## config.mk

```make
export PLATFORM = sky130hd
export DESIGN_NAME = mips_cpu_muldiv
export DESIGN_NICKNAME = d
export VERILOG_FILES = /design/src/rtl/mips_cpu_muldiv.sv
export SDC_FILE = /design/constraint.sdc
export NUM_CORES = 1
export LEC_CHECK = 0
export CAP_MARGIN = 15
export CORE_MARGIN = 3
export CORE_UTILIZATION = 60
export CTS_CLUSTER_DIAMETER = 60
export CTS_CLUSTER_SIZE = 25
export DETAILED_ROUTE_END_ITERATION = 8
export HOLD_SLACK_MARGIN = 0.06
export PLACE_DENSITY = 0.81
export SYNTH_ARGS = -nofsm -noshare
export SYNTH_HDL_FRONTEND = slang
export SYNTH_SLANG_ARGS = --single-unit
```

## constraint.sdc

```tcl
create_clock -name clk -period 8.18 [get_ports clk]
set_clock_uncertainty 0.2 [all_clocks]
set_input_delay 1.636 -clock clk [delete_from_list [all_inputs] [get_ports clk]]
set_output_delay 1.636 -clock clk [all_outputs]
set_load 0.02 [all_outputs]
```

## src/rtl/mips_cpu_muldiv.sv

```systemverilog
// MIPS HI/LO multiply/divide unit: iterative radix-2 MULT/MULTU/DIV/DIVU plus MTHI/MTLO.
// Optional MULDIV_FAST_MUL_EN replaces the iterative multiply with a single-cycle one.
module mips_cpu_muldiv #(
  parameter int WIDTH = 32
) (
  input  logic             clk,
  input  logic             reset,
  input  logic             start,
  input  logic [2:0]       op,
  input  logic [WIDTH-1:0] rs_content,
  input  logic [WIDTH-1:0] rt_content,
  output logic             busy,
  output logic             done,
  output logic             div_by_zero,
  output logic [WIDTH-1:0] hi,
  output logic [WIDTH-1:0] lo
);

  localparam int CW = $clog2(WIDTH);
  localparam logic [CW-1:0] CNT_LAST = CW'(WIDTH - 1);

  localparam logic [2:0] OP_MULT  = 3'b001;
  localparam logic [2:0] OP_MULTU = 3'b010;
  localparam logic [2:0] OP_DIV   = 3'b011;
  localparam logic [2:0] OP_DIVU  = 3'b100;
  localparam logic [2:0] OP_MTHI  = 3'b101;
  localparam logic [2:0] OP_MTLO  = 3'b110;

  typedef enum logic [1:0] {IDLE, CALC, FIX} state_t;

  state_t               state_q, state_d;
  logic [2*WIDTH-1:0]   acc;
  logic [WIDTH-1:0]     mcand, hi_q, lo_q;
  logic [CW-1:0]        cnt;
  logic                 is_div_q, neg_q, neg_r;
  logic                 done_q, dz_q, dz_pend, fm_pend;

  logic                 accept, op_mul, op_div, op_sgn, a_neg, b_neg, div_zero, iter_go;
  logic [WIDTH-1:0]     abs_a, abs_b;
  logic [WIDTH-1:0]     mul_add;
  logic [WIDTH:0]       mul_sum, div_diff;
  logic [2*WIDTH-1:0]   mul_step, div_step, prod_fix;
  logic [WIDTH-1:0]     fix_hi, fix_lo;

  assign busy        = (state_q != IDLE);
  assign done        = done_q;
  assign div_by_zero = dz_q;
  assign hi          = hi_q;
  assign lo          = lo_q;

  assign accept   = start & ~busy;
  assign op_mul   = (op == OP_MULT) || (op == OP_MULTU);
  assign op_div   = (op == OP_DIV)  || (op == OP_DIVU);
  assign op_sgn   = (op == OP_MULT) || (op == OP_DIV);
  assign a_neg    = op_sgn & rs_content[WIDTH-1];
  assign b_neg    = op_sgn & rt_content[WIDTH-1];
  assign abs_a    = a_neg ? -rs_content : rs_content;
  assign abs_b    = b_neg ? -rt_content : rt_content;
  assign div_zero = (rt_content == '0);

`ifdef MULDIV_FAST_MUL_EN
  logic [2*WIDTH-1:0] fast_prod;
  assign fast_prod = (op == OP_MULT)
    ? {{WIDTH{rs_content[WIDTH-1]}}, rs_content} * {{WIDTH{rt_content[WIDTH-1]}}, rt_content}
    : {{WIDTH{1'b0}}, rs_content} * {{WIDTH{1'b0}}, rt_content};
  assign iter_go = accept & op_div & ~div_zero;
`else
  assign iter_go = accept & ((op_div & ~div_zero) | op_mul);
`endif

  // Both datapaths work on magnitudes; signs are restored in FIX.
  // Multiply: acc = {partial, multiplier}, shift right with carry-in of the add.
  assign mul_add  = acc[0] ? mcand : {WIDTH{1'b0}};
  assign mul_sum  = {1'b0, acc[2*WIDTH-1:WIDTH]} + {1'b0, mul_add};
  assign mul_step = {mul_sum, acc[WIDTH-1:1]};

  // Restoring divide: acc = {remainder, dividend/quotient}, shift left.
  assign div_diff = acc[2*WIDTH-1:WIDTH-1] - {1'b0, mcand};
  assign div_step = div_diff[WIDTH] ? {acc[2*WIDTH-2:0], 1'b0}
                                    : {div_diff[WIDTH-1:0], acc[WIDTH-2:0], 1'b1};

  assign prod_fix = neg_q ? -acc : acc;
  assign fix_lo   = is_div_q ? (neg_q ? -acc[WIDTH-1:0] : acc[WIDTH-1:0]) : prod_fix[WIDTH-1:0];
  assign fix_hi   = is_div_q ? (neg_r ? -acc[2*WIDTH-1:WIDTH] : acc[2*WIDTH-1:WIDTH])
                             : prod_fix[2*WIDTH-1:WIDTH];

  always_ff @(posedge clk or posedge reset) begin
    if (reset) state_q <= IDLE;
    else       state_q <= state_d;
  end

  always_comb begin
    state_d = state_q;
    case (state_q)
      IDLE:    if (iter_go) state_d = CALC;
      CALC:    if (cnt == CNT_LAST) state_d = FIX;
      FIX:     state_d = IDLE;
      default: state_d = IDLE;
    endcase
  end

  always_ff @(posedge clk or posedge reset) begin
    if (reset) begin
      acc      <= '0;
      mcand    <= '0;
      cnt      <= '0;
      is_div_q <= 1'b0;
      neg_q    <= 1'b0;
      neg_r    <= 1'b0;
      hi_q     <= '0;
      lo_q     <= '0;
      done_q   <= 1'b0;
      dz_q     <= 1'b0;
      dz_pend  <= 1'b0;
      fm_pend  <= 1'b0;
    end else begin
      done_q  <= 1'b0;
      dz_q    <= 1'b0;
      dz_pend <= 1'b0;
      fm_pend <= 1'b0;
      // Deferred one-cycle completions for divide-by-zero and the fast multiplier.
      if (dz_pend) begin
        done_q <= 1'b1;
        dz_q   <= 1'b1;
      end
      if (fm_pend) begin
        hi_q   <= acc[2*WIDTH-1:WIDTH];
        lo_q   <= acc[WIDTH-1:0];
        done_q <= 1'b1;
      end
      if (state_q == CALC) begin
        acc <= is_div_q ? div_step : mul_step;
        cnt <= cnt + 1'b1;
      end else if (state_q == FIX) begin
        hi_q   <= fix_hi;
        lo_q   <= fix_lo;
        done_q <= 1'b1;
      end else if (iter_go) begin
        acc      <= {{WIDTH{1'b0}}, (op_div ? abs_a : abs_b)};
        mcand    <= op_div ? abs_b : abs_a;
        cnt      <= '0;
        is_div_q <= op_div;
        neg_q    <= a_neg ^ b_neg;
        neg_r    <= a_neg;
      end
`ifdef MULDIV_FAST_MUL_EN
      else if (accept && op_mul) begin
        acc     <= fast_prod;
        fm_pend <= 1'b1;
      end
`endif
      else if (accept && op_div && div_zero) begin
        dz_pend <= 1'b1;
      end
      // Moves are younger than any pending fast-multiply write, so they win.
      if (accept && op == OP_MTHI) hi_q <= rs_content;
      if (accept && op == OP_MTLO) lo_q <= rs_content;
    end
  end

endmodule

```

==> results.py <==
metrics = {
    "synthesis": {
        "muxShareOfSynthArea": 0.0473,
        "synth_simple_gate_area_frac": 0.196,
        "synth_xor_area_frac": 0.0976,
        "ys_types": 74,
        "postSynthCellCount": 1988,
        "synth_area_um2": 15200,
        "synth.net_count": 2135,
        "ys_dominant_reg_cell": "dfrtp_1",
        "ys.warnings.count": 0,
        "seq_area_frac_synth": 0.285,
        "synth_top_family_by_area": "compound AO/OA/AOI/OAI gates",
        "synth_compound_area_frac": 0.260,
        "synth-adder-area-share": 0.0645,
        "synth-seq-cells": 173,
        "synth_edf_count": 0,
        "async_flop_share": 1.00,
        "syn-mean-instance-area_um2": 7.63,
    },
    "sta": {
        "worstMarginPinSlew_ps": 1030,
        "worst_slack_on_hold_paths_ps": 244,
        "final-max-slew-violation-count": 0,
        "period_share": 0.657,
        "timing.final.hold_violations": 0,
        "fmaxAchievable_mhz": 186,
        "finalCriticalPeriod_ps": 5370,
        "grt_setup_unrepaired": "no",
        "setup_total_negative_slack_ps": 0,
        "final-setup-viol-count": 0,
        "slew_headroom": 0.310,
    },
    "final_layout": {
        "count_of_antenna_diodes_in_the_layout": 0,
        "final_layout_size_suffix_gt1_frac": 0.0510,
        "fin_area_um2": 17200,
        "layout.nets": 2172,
        "fillerInstances": 2133,
        "multi_input_comb_area_um2": 10200,
        "seqCellArea_um2": 4330,
        "area_growth_pct": 13.3,
    },
    "clock_tree": {
        "clk_latency_ps": 440,
        "postCtsSetupRepairBufs": 0,
        "htreeDepth": 4,
        "cts.clk_slew.worst_paths_ps": 70,
        "clock_path_buffers": 2,
        "cts-buffers-inserted": 17,
        "post_cts_resized": 0,
        "cts_hold_buffers": 0,
        "tritoncts": "built",
        "clockRootBuffer": "clkbuf_16",
        "clock_sink_count": 173,
    },
    "placed_design": {
        "gp_congestion": 0.998,
        "hpwlAfterDp_um": 40900,
        "port-buffer-count": 136,
        "postPlaceCellArea_um2": 16600,
    },
    "route": {
        "drt-initial-drc-count": 2255,
        "wl_per_cell_um": 22.5,
        "num_vias": 15600,
        "final_wirelength_um": 53100,
        "drc_errors": 0,
        "number_of_iterations_in_the_first_detailed_routing_pass": 6,
        "drtAntennaViolNets": 0,
        "post_drt_via_cell_ratio": 6.60,
    },
    "floorplan": {
        "initial_standard_cell_utilization_of_the_core": 0.617,
        "fp.dieW_um": 165,
        "ios": 137,
        "fp.dieH_um": 165,
        "core_region_area_um2": 24600,
        "dieArea_um2": 27200,
        "floorplan.rows": 57,
    },
    "grt": {
        "grt_pass1_vias": 14100,
        "grt_first_pass_wirelength_um": 80800,
        "initial_antenna_violation_count": 1,
        "grt_util_met2": 0.562,
        "met1_usage": 0.562,
        "global_route_usage_sum": 0.387,
        "gr-max-usage-layer": "met1",
        "pin_count_of_the_biggest_net_entering_global_routing": 101,
        "overflow": 0,
        "grt_util_met3": 0.0888,
    },
    "critical_path": {
        "timing_worst_setup_path_type": "in -> reg",
        "required_worst_endpoint_ps": 8310,
        "worstSetupEndpointType": "flip-flop",
        "critPathArrivalTime_ps": 5510,
        "setup.worst_path.start_class": "primary input",
        "path_max_fanout": 62,
    },
    "pwr": {
        "vdd_ir_drop_max_uv": 332,
        "power-per-cell-area_nw_per_um2": 476,
        "leakagePower_nw": 7.07,
    },
    "status": {
        "result_of_the_run": "completed",
    },
    "worst_hold_path": {
        "hold_path.class": "reg -> reg",
    },
    "flow_run": {
        "timing.max_cap.violations": 0,
    },
}
==> placed cells by master (no fill, tap or decap), types with 20 or more instances in the layout <==
master / count
nand2_1: 210
o31ai_1: 25
nor2_1: 231
xor2_1: 78
xnor2_1: 90
inv_1: 65
nand3_1: 23
and3_1: 25
a31oi_1: 20
o21ai_0: 200
a21oi_1: 213
clkdlybuf4s50_1: 136
ha_1: 74
a211oi_1: 34
mux2i_1: 38
nor3_1: 32
mux2_2: 30
a21o_1: 31
dfrtp_1: 172
or3_1: 20
==> area by class of cell <==
type / count / share of cell area
clock buffers: 19 / 0.0252
clock inverters: 13 / 0.00750
inverters: 67 / 0.0149
multi-input cells: 1617 / 0.591
flip-flops and latches: 173 / 0.252
well taps: 324 / 0.0236
repair buffers: 149 / 0.0856
==> metal layers <==
layer / share of wire / up-vias
met5: 0.00026 / -
met1: 0.43 / 7341
met4: 0.040 / 2
met3: 0.12 / 111
met2: 0.42 / 945
li1: - / 7202
==> through the flow <==
step                power (mW)  setup slack, ps  instances   util
floorplan                 5.56             1660       1988      -
finish                    8.17             2810       2362  0.698
global route              8.76             2450       2362  0.698
global placement          7.09             2570       2330  0.676
CTS                       8.02             2870       2362  0.698
detailed placement        7.20             2440       2330  0.676
==> cell usage after synthesis (9+ instances only) <==
| cell type | n | share of area |
|---|---|---|
| a21oi_1 | 213 | 0.070 |
| a21o_1 | 31 | 0.015 |
| mux2i_1 | 38 | 0.025 |
| or4_1 | 16 | 0.0079 |
| clkbuf_1 | 115 | 0.028 |
| nor3_1 | 33 | 0.011 |
| or3_1 | 21 | 0.0087 |
| o41ai_1 | 15 | 0.0087 |
| and3_1 | 25 | 0.010 |
| nor2b_1 | 9 | 0.0037 |
| o21ai_0 | 200 | 0.066 |
| o211ai_1 | 10 | 0.0049 |
| dfrtp_1 | 173 | 0.29 |
| buf_1 | 12 | 0.0030 |
| o21a_1 | 13 | 0.0064 |
| xnor2_1 | 90 | 0.052 |
| ha_1 | 75 | 0.062 |
| mux2_2 | 30 | 0.022 |
| nand4_1 | 14 | 0.0058 |
| nand3_1 | 23 | 0.0076 |
| nor2_1 | 231 | 0.057 |
| nor4_1 | 19 | 0.0078 |
| a211oi_1 | 34 | 0.017 |
| o21ai_1 | 9 | 0.0030 |
| o221ai_1 | 9 | 0.0052 |
| xor2_1 | 79 | 0.046 |
| nand2b_1 | 18 | 0.0074 |
| a31oi_1 | 20 | 0.0082 |
| inv_1 | 66 | 0.016 |
| nand2_1 | 211 | 0.052 |
| a22oi_1 | 14 | 0.0069 |
| o31ai_1 | 25 | 0.012 |
==> worst max-delay path, stage by stage <==
cell and delay [ps]:
clkdlybuf4s50_1 480, or4_1 630, nor3b_1 340, nand4_1 170, nor4_1 280, o21ai_0 210
o21ai_4 820, buf_12 360, or3b_2 200, a21oi_1 70, nor4_1 280
==> where the power goes <==
part | total, mW | switching (mW) | internal (mW)
Sequential | 1.89 | 0.613 | 1.27
Clock | 0.806 | 0.402 | 0.404
Combinational | 5.48 | 3.25 | 2.23
Total | 8.17 | 4.27 | 3.91
==> path summary, 6_finish.rpt <==
kind | startpoint | endpoint | slack (ps) | cells after the start
setup / recovery | rt_content[15] | acc[63] | 2810 | 11
min in group asynchronous | reset | lo[15] | 1520 | 2
hold / removal | dz_pend | div_by_zero | 240 | 0
max in group asynchronous | reset | is_div_q | 4680 | 3
setup reg to reg | acc[51] | acc[61] | 3460 | 11
hold reg to reg | dz_pend | div_by_zero | 240 | 0
==> state kept, by name, indices dropped and copies added (netlist names), 2 cells and up <==
signal / cells
hi: 32
lo: 32
cnt: 5
acc: 64
mcand: 32
state_q: 2
==> logic make-up after synthesis <==
group                      Yosys count
adders and majority gates           77
DFF                                173
and+or+nand+nor                    652
xor gates and xnor gates           169
muxes                               68
buffers and inverters              198
AOI/OAI and AO/OA                  651
Note: power is estimated with default switching activity, not from simulation.
